## src/rtl/reg_writeback_queue.sv

```systemverilog
// In-order writeback queue feeding the 32 x 64-bit register file write port from the ALU and load paths.
// Define REG_WB_SCOREBOARD_EN to generate the busy_rn/busy_rm pending-write scoreboard; otherwise both tie to 0.
module reg_writeback_queue #(
    parameter int DEPTH = 4,
    parameter int XLEN  = 64
) (
    input  logic                    clk,
    input  logic                    rst_n,
    input  logic                    mem_valid,
    output logic                    mem_ready,
    input  logic [4:0]              mem_rd,
    input  logic [XLEN-1:0]         mem_data,
    input  logic                    alu_valid,
    output logic                    alu_ready,
    input  logic [4:0]              alu_rd,
    input  logic [XLEN-1:0]         alu_data,
    output logic                    rf_regwrite,
    output logic [4:0]              rf_rd,
    output logic [XLEN-1:0]         rf_writeData,
    input  logic [4:0]              rn_q,
    input  logic [4:0]              rm_q,
    output logic                    busy_rn,
    output logic                    busy_rm,
    output logic [$clog2(DEPTH):0]  count
);

    localparam int PW = $clog2(DEPTH);
    localparam int CW = PW + 1;
    localparam logic [CW-1:0] DEPTH_C = CW'(DEPTH);
    localparam logic [4:0] XZR = 5'd31;

    logic [4:0]      q_rd_p0   [DEPTH];
    logic [XLEN-1:0] q_data_p0 [DEPTH];
    logic [PW-1:0]   wr_ptr;
    logic [PW-1:0]   rd_ptr;
    logic [PW-1:0]   alu_slot;
    logic [CW-1:0]   free_slots;
    logic [CW-1:0]   n_enq;
    logic            mem_enq;
    logic            alu_enq;
    logic            deq;

    // Ready looks only at the registered count so a same-cycle pop never opens a slot early.
    assign free_slots = DEPTH_C - count;
    assign mem_ready  = rst_n && (free_slots != '0);
    assign alu_ready  = rst_n && ((free_slots >= CW'(2)) || ((free_slots != '0) && !mem_valid));

    // XZR results complete the handshake but are dropped here.
    assign mem_enq  = mem_valid && mem_ready && (mem_rd != XZR);
    assign alu_enq  = alu_valid && alu_ready && (alu_rd != XZR);
    assign alu_slot = wr_ptr + PW'(mem_enq);
    assign n_enq    = CW'(mem_enq) + CW'(alu_enq);
    assign deq      = (count != '0);

    // ---- enqueue stage: mem entry is older than a same-cycle alu entry
    always_ff @(posedge clk) begin
        if (mem_enq) begin
            q_rd_p0[wr_ptr]   <= mem_rd;
            q_data_p0[wr_ptr] <= mem_data;
        end
        if (alu_enq) begin
            q_rd_p0[alu_slot]   <= alu_rd;
            q_data_p0[alu_slot] <= alu_data;
        end
    end

    // ---- dequeue stage: head moves into the register-file write port
    always_ff @(posedge clk or negedge rst_n) begin
        if (!rst_n) begin
            wr_ptr       <= '0;
            rd_ptr       <= '0;
            count        <= '0;
            rf_regwrite  <= 1'b0;
            rf_rd        <= '0;
            rf_writeData <= '0;
        end else begin
            wr_ptr      <= wr_ptr + PW'(n_enq);
            count       <= count + n_enq - CW'(deq);
            rf_regwrite <= deq;
            if (deq) begin
                rf_rd        <= q_rd_p0[rd_ptr];
                rf_writeData <= q_data_p0[rd_ptr];
                rd_ptr       <= rd_ptr + PW'(1);
            end
        end
    end

`ifdef REG_WB_SCOREBOARD_EN
    // Pending = any occupied queue slot or the write currently on the port; same-cycle handshakes excluded.
    always_comb begin
        busy_rn = rf_regwrite && (rf_rd == rn_q);
        busy_rm = rf_regwrite && (rf_rd == rm_q);
        for (int k = 0; k < DEPTH; k++) begin
            if (CW'(k) < count) begin
                if (q_rd_p0[rd_ptr + PW'(k)] == rn_q) busy_rn = 1'b1;
                if (q_rd_p0[rd_ptr + PW'(k)] == rm_q) busy_rm = 1'b1;
            end
        end
        if (rn_q == XZR) busy_rn = 1'b0;
        if (rm_q == XZR) busy_rm = 1'b0;
    end
`else
    logic sb_unused;
    assign sb_unused = ^{rn_q, rm_q};
    assign busy_rn   = 1'b0;
    assign busy_rm   = 1'b0;
`endif

endmodule

```

## config.mk

```make
export PLATFORM = sky130hd
export DESIGN_NAME = reg_writeback_queue
export DESIGN_NICKNAME = d
export VERILOG_FILES = /design/src/rtl/reg_writeback_queue.sv
export SDC_FILE = /design/constraint.sdc
export NUM_CORES = 1
export LEC_CHECK = 0
export CAP_MARGIN = 30
export CORE_UTILIZATION = 56
export CTS_CLUSTER_DIAMETER = 50
export DETAILED_ROUTE_END_ITERATION = 7
export PLACE_DENSITY = 0.83
export SLEW_MARGIN = 10
export SYNTH_ARGS = -nofsm -noshare
export SYNTH_HDL_FRONTEND = slang
export SYNTH_SLANG_ARGS = --single-unit
```

## constraint.sdc

```tcl
create_clock -name clk -period 13.7 [get_ports clk]
set_clock_uncertainty 0.2 [all_clocks]
set_input_delay 3.425 -clock clk [delete_from_list [all_inputs] [get_ports clk]]
set_output_delay 3.425 -clock clk [all_outputs]
set_load 0.02 [all_outputs]
```

After elaboration in Yosys (flattened, before gate mapping)
Memory sizes are Yosys's and may differ from the RTL's. A register that Yosys moved wholly into a read port is not among the register bits. Index checks and enable logic that the tools add are counted.

Flip-flop bits (word level): 8. Memory bits (writable): 276. Word-level logic and storage cells: 33. Memories: 2.

Add/sub/neg operators: 7. Magnitude comparators: 1. Equality and inequality tests: 2. Muxes and demuxes: 4. Reduce and logical (&&, ||, !) cells: 13.

Memory list: q_data_p0 (depth 4, bits a word 64, read ports 1, clocked after memory_dff 1, wr ports 2, line 33) `logic [XLEN-1:0] q_data_p0 [DEPTH];`; q_rd_p0 (depth 4, bits a word 5, read ports 1, clocked after memory_dff 1, wr ports 2, line 32) `logic [4:0] q_rd_p0 [DEPTH];`.

Operators by type and width (count): $ne 5x5->1 const B (2); $logic_and 1x1->1 (7); $reduce_bool 3->1 (2); $mux 1 (4); $add 3x2->3 (1); $ge 3x2->1 const B (1); $logic_not 1->1 (3); $sub 3x1->3 (1); $sub 3x3->3 const A (1); $add 1x1->2 (1); $add 2x1->2 (1); $add 2x1->2 const B (1); $add 2x2->2 (1); $logic_or 1x1->1 (1).

Longest topological paths before layout
Gate-level depths: netlist (run 1).

Depth after elaboration: 10. Mapped depth: 14. Mapped depth without buffers: 14.

Worst setup path before layout (run 1)
OpenSTA, ideal clock, no wires.

Kind: input -> register. Start point: input rst_n. End point: memory q_data_p0[3][0], enable pin. Setup time: 0.591 ns. Data arrival time: 8.994 ns. Required time: 12.909 ns. Slack: 3.915 ns. Stages: 4. Path through: nor2b_1 o211a_1 nand2_1 o21ai_0.

RTL lines: from (decl) (line 8) `input logic rst_n,`; to (decl) (line 33).

Final worst setup path (run 1)
Start point: input mem_valid. End point: output alu_ready.

Cells in the longest elaborated chain, start to end: 4.

RTL lines: from (decl) (line 9) `input logic mem_valid,`; $logic_not 1->1 (line 46) `assign alu_ready = rst_n && ((free_slots >= CW'(2)) || ((free_slots != '0) && !mem_valid));`; $logic_and 1x1->1 (line 46); $logic_or 1x1->1 (line 46); $logic_and 1x1->1 (line 46); to (decl) (line 14) `output logic alu_ready,`.

Every way passes these cells.

==> run metrics, run 1 <==
outcome finished, final reports clean; Seq cells post-synth 353; async set-reset flop share out of synthesis 21.8%; grt ovf 0; critical path class input port to output pin; Distinct cells, synth 30; Chip Width 177 um; DP HPWL 21700 um; Syn Area/Cell 16.8 sq um; final count of hold timing violations 0; most frequent CP cell clkdlybuf4s50_1; first-pass GRT wire length 57000 um; clk buf depth 3; Syn Inst Count 1025; initial core utilization 57.5%; met1 Resource Use GR 30.0%; most common cell in the netlist edfxtp_1; cell accounting for the most synthesized area edfxtp_1; die area 31400 sq um; CP bufs+invs 3; num ports 229; Worst VDD drop 0.120 mV; Area Growth Syn to Fin 20.5%; slew of the pin with the lowest slew margin 0.979 ns; CTS clock-pin slew for the worst setup and hold paths 0.06 ns; slew margin rel. 34.8%; delay-heaviest family, CP buffers and inverters; worst skew pair latency 0.51 ns; # hold bufs at CTS 0; Synth top area share 48.2%; crit-path max cell delay 0.55 ns; via count 9441; Max FO, Critical Path 6; Max Clk Rate 0.114 GHz; Final Wtd Congestion 0.732; DR vias/cell 5.70; Max H-tree Level 2; TritonCTS clock tree yes; Port Buf Inserts 216; PwrDens 204 nW/um^2; fin nets 1399; worst hold path class flip-flop to flip-flop; yosys warns 0; chip height 177 um; busiest layer in global routing met2; register area share after synthesis 59.3%; Post-Route WL 37200 um; residual DRC count 0; GRT met3 Usage 4.41%; mapped cell area 17200 sq um; vias in the first global route 10200; All-Layer GR Usage 24.3%; number of synthesized flops with an enable pin 276; part of the cycle the worst path needs 63.8%; Arr. time, crit path 5.12 ns; core area 30000 sq um; clk root buf clkbuf_16; min cycle time layout 8.74 ns; Hold WS 0.267 ns; DRT Pass-1 Iters 4; initial antenna violation count 3; slowest CP cell clkdlybuf4s50_1; largest net degree at the start of global routing 72; Setup crit end kind output pin; largest cells by area after synthesis edfxtp_1 48%, mux2_4 13%, dfrtp_1 11%; max-cap violations 0; row count 63; top_reg_cell synth edfxtp_1; clock sink count 353; post-CTS setup buffer count 0; met2 GRT Util 43.0%; worst path required time 10.07 ns; Slew Limit Fails 0; post-cts gate resize count 0; setup tns final 0 ns; wire per inst 22.5 um; crit path cell chain clkdlybuf4s50_1 > nor2_1 > o41ai_2 > inv_1 > clkdlybuf4s50_1; P_leak 0.00819 uW; Initial DRC Count 663; startpoint type of the worst setup path input port; layout cells sized above 1 32.9%; Final ANT Viol Nets 0; CTS buffer count 39; setup violators final 0; top cells by count, synth 276 x edfxtp_1, 212 x nand2_1, 148 x mux2_4; RSZ-0062 raised after global routing no
-- path summary, 6_finish.rpt --
kind	startpoint	end	slack [ns]	depth (start not counted)
max in group asynchronous	rst_n	rd_ptr[0]	9.46	2
min reg2reg	rf_writeData[43]	rf_writeData[43]	0.27	2
max	mem_valid	alu_ready	4.96	5
min in group asynchronous	rst_n	rf_writeData[50]	2.70	1
max reg2reg	count[1]	q_data_p0[2][30]	9.38	11
min	rf_writeData[43]	rf_writeData[43]	0.27	2
-- sequential cells by signal, indices dropped and copies added, names as in the netlist --
register      cells
count             3
q_data_p0       256
q_rd_p0          20
rd_ptr            2
rf_rd             5
rf_regwrite       1
rf_writeData     64
wr_ptr            2
-- placed cells by master (no fill, tap or decap), drive strengths merged --
master	n
edfxtp	276
mux2	276
clkdlybuf4s50	215
nand2	212
dfrtp	77
mux4	69
clkbuf	59
buf	19
inv	13
ha	10
clkinv	9
xnor2	7
or4	4
o21ai	4
nand3	2
nor2	2
nand2b	2
conb	2
diode	1
nor2b	1
o211a	1
o41ai	1
xor2	1
nor3b	1
fa	1
clkinvlp	1
bufinv	1
-- tightest hold or removal path, cell delays in order, from the launching register on --
cell and delay [ns]:
dfrtp_1 0.34, nand2_1 0.05, nand2_1 0.05
-- logic make-up after synthesis --
group	Yosys count	synth area share, %
DFF	353	59.3
muxes	345	30.3
other	1	0.0218
xor gates and xnor gates	8	0.407
adders and majority gates	11	0.843
AOI/OAI and AO/OA	6	0.269
and+or+nand+nor	224	5.05
buffers and inverters	77	3.75
-- report_power, final --
part           total [uW]  internal (uW)  switching (uW)  leakage (uW)
clock                 997            587             410      0.000594
combinational        1560            769             791       0.00416
sequential           1680           1520             155       0.00343
-- per-stage QoR --
stage | power, uW | std cells | cell area, sq um | util, % | setup WS (ns)
final | 4240 | 1657 | 20700 | 69.3 | 4.96
after global routing | 4440 | 1657 | 20700 | 69.3 | 4.83
after CTS | 4270 | 1655 | 20700 | 69.2 | 4.94
after detailed placement | 3270 | 1584 | 19500 | 65.1 | 4.94
after global placement | 3210 | 1582 | 19500 | 65.0 | 4.97
after floorplan | 2750 | 1026 | 17200 | - | 3.92
-- area by class of cell --
class / count / area [sq um]
Clock buffer: 59 / 1120
Inverter: 12 / 45.0
Timing Repair Buffer: 234 / 2350
Tap cell: 390 / 488
Antenna cell: 1 / 2.50
Sequential cell: 353 / 10200
Fill cell: 1969 / 9200
Clock inverter: 12 / 92.6
Multi-Input combinational cell: 596 / 6430
-- layer usage --
| layer | vias up | wire, um |
|---|---|---|
| li1 | 4274 | - |
| met1 | 4767 | 14600 |
| met2 | 327 | 19300 |
| met3 | 69 | 2260 |
| met4 | 4 | 1080 |
| met5 | - | 23 |
No activity file was read; power rests on OpenSTA's default activity.
==> inputs of run 2 (changes only) <==
--- a/config.mk
+++ b/config.mk
@@ -6,10 +6,10 @@
 export NUM_CORES = 1
 export LEC_CHECK = 0
 export CAP_MARGIN = 30
-export CORE_UTILIZATION = 56
+export CORE_UTILIZATION = 50
 export CTS_CLUSTER_DIAMETER = 50
 export DETAILED_ROUTE_END_ITERATION = 7
-export PLACE_DENSITY = 0.83
+export PLACE_DENSITY = 0.78
 export SLEW_MARGIN = 10
 export SYNTH_ARGS = -nofsm -noshare
 export SYNTH_HDL_FRONTEND = slang
==> constraint.sdc (replaced) <==
create_clock -name clk -period 7.7 [get_ports clk]
set_clock_uncertainty 0.2 [all_clocks]
set_input_delay 1.925 -clock clk [delete_from_list [all_inputs] [get_ports clk]]
set_output_delay 1.925 -clock clk [all_outputs]
set_load 0.02 [all_outputs]
==> run metrics, run 2 (synthesis results as in run 1) <==
met1 wire length 15400 um (+5.5%); Post-Route WL 38000 um (+2.1%); initial core utilization 51.1% (-6.4 points); Reg with most FFs q_data_p0; Worst VDD drop 0.215 mV (+79%); initial antenna violation count 6 (+3); core area 33700 sq um (+13%); critical path class input port to output pin; layout cells sized above 1 33.6% (+0.74 points); Chip Width 188 um (+5.8%); slew of the pin with the lowest slew margin 0.965 ns (-0.0134 ns); CTS clock-pin slew for the worst setup and hold paths 0.06 ns (about the same); worst hold path class flip-flop to flip-flop; final instance area 21000 sq um (+1.2%); largest registers q_data_p0 x256, rf_writeData x64, q_rd_p0 x20; Max Clk Rate 0.174 GHz; PwrDens 368 nW/um^2 (+80%); Max FO, Critical Path 6 (unchanged); DRT Pass-1 Iters 5 (+1); RSZ-0062 raised after global routing no; max reg flops 256 (unchanged); clk buf depth 3 (unchanged); vias in the first global route 10500 (+2.5%); post-CTS setup buffer count 0 (unchanged); fin nets 1402 (+0.21%); Setup crit end kind output pin; Hold WS 0.267 ns (+0.000223 ns); part of the cycle the worst path needs 74.7%; row count 67 (+6.3%); P_leak 0.00828 uW (+1.1%); CTS buffer count 41 (+5.1%); Final ANT Viol Nets 0 (unchanged); Max H-tree Level 2 (unchanged); num ports 229 (unchanged); final count of hold timing violations 0 (unchanged); Area Growth Syn to Fin 22.1%; via count 9506 (+0.69%); Port Buf Inserts 216 (unchanged); # hold bufs at CTS 0 (unchanged); DP HPWL 22400 um (+3.1%); worst path required time 5.58 ns (-4.49 ns); top layer in use met5; Final Wtd Congestion 0.753 (+2.8%); TritonCTS clock tree yes; Slew Limit Fails 0 (unchanged); commonest non-fill, non-tap cell in the layout edfxtp_1; largest net degree at the start of global routing 63 (-13%); startpoint type of the worst setup path input port; slew margin rel. 35.6% (+0.89 points); grt ovf 0 (unchanged); clock sink count 353 (unchanged); die area 35200 sq um (+12%); outcome finished, final reports clean; met3 WL post-DR 2170 um (-4.0%); max-cap violations 0 (unchanged); Initial DRC Count 486 (-27%); DR vias/cell 5.51 (-3.2%); post-cts gate resize count 0 (unchanged); setup violators final 0 (unchanged); Arr. time, crit path 3.63 ns (-1.49 ns); clk root buf clkbuf_16; All-Layer GR Usage 22.0% (-2.3 points); chip height 188 um (+5.8%); worst skew pair latency 0.52 ns (about the same); WL met2 19300 um (+0.11%); min cycle time layout 5.75 ns; placement-stage cell area 19600 sq um (+0.38%); wire per inst 22.1 um (-1.8%); residual DRC count 0 (unchanged); most frequent cells in the layout 276 x edfxtp_1, 215 x clkdlybuf4s50_1, 212 x nand2_1; first-pass GRT wire length 59100 um (+3.6%)
==> run 2: per-layer routing <==
metal / GRT usage (%) / up-vias
met4: 8.41 / 2
met3: 3.87 / 83
met2: 38.3 / 300
met5: 0 / -
li1: - / 4286
met1: 27.4 / 4835
==> run 2: path summary, 6_finish.rpt <==
path | from | to | slack [ns] | cells past startpoint
worst max-delay path | mem_valid | alu_ready | 1.95 | 5
worst min-delay path | rf_writeData[32] | rf_writeData[32] | 0.27 | 2
worst max register to register | count[1] | q_data_p0[3][33] | 3.54 | 10
worst min register to register | rf_writeData[32] | rf_writeData[32] | 0.27 | 2
max in group asynchronous | rst_n | rd_ptr[1] | 5.20 | 3
min in group asynchronous | rst_n | count[1] | 1.09 | 1
==> run 2: where the power goes <==
| part | internal, uW | leakage (uW) | switching [uW] | total (uW) |
|---|---|---|---|---|
| Combinational | 1350 | 0.00417 | 1410 | 2760 |
| Sequential | 2710 | 0.00343 | 292 | 3010 |
| Clock | 1210 | 0.000681 | 761 | 1970 |
==> run 2: cell type report <==
| cell class | instances | area (sq um) |
|---|---|---|
| multi-input cells | 596 | 6430 |
| fillers | 2481 | 12700 |
| clock buffers | 59 | 1190 |
| diodes | 5 | 12.5 |
| flip-flops and latches | 353 | 10200 |
| repair buffers | 235 | 2350 |
| inverters | 12 | 46.3 |
| well taps | 448 | 561 |
| clock inverters | 16 | 205 |
==> run 2: through the flow <==
step,power [uW],setup slack (ns),setup TNS (ns),instances,utilization (%)
finish,7740,1.95,0,1724,62.3
CTS,7830,1.92,0,1718,62.2
floorplan,4900,-0.585,-160.97,1026,-
global placement,5750,1.93,0,1641,58.0
detailed placement,5840,1.92,0,1643,58.1
global route,8110,1.84,0,1723,62.3
==> run 2: critical path, cell delays in order <==
cell and delay, ns:
clkdlybuf4s50_1 0.49, nor2_1 0.06, o41ai_2 0.47, inv_1 0.11, clkdlybuf4s50_1 0.56
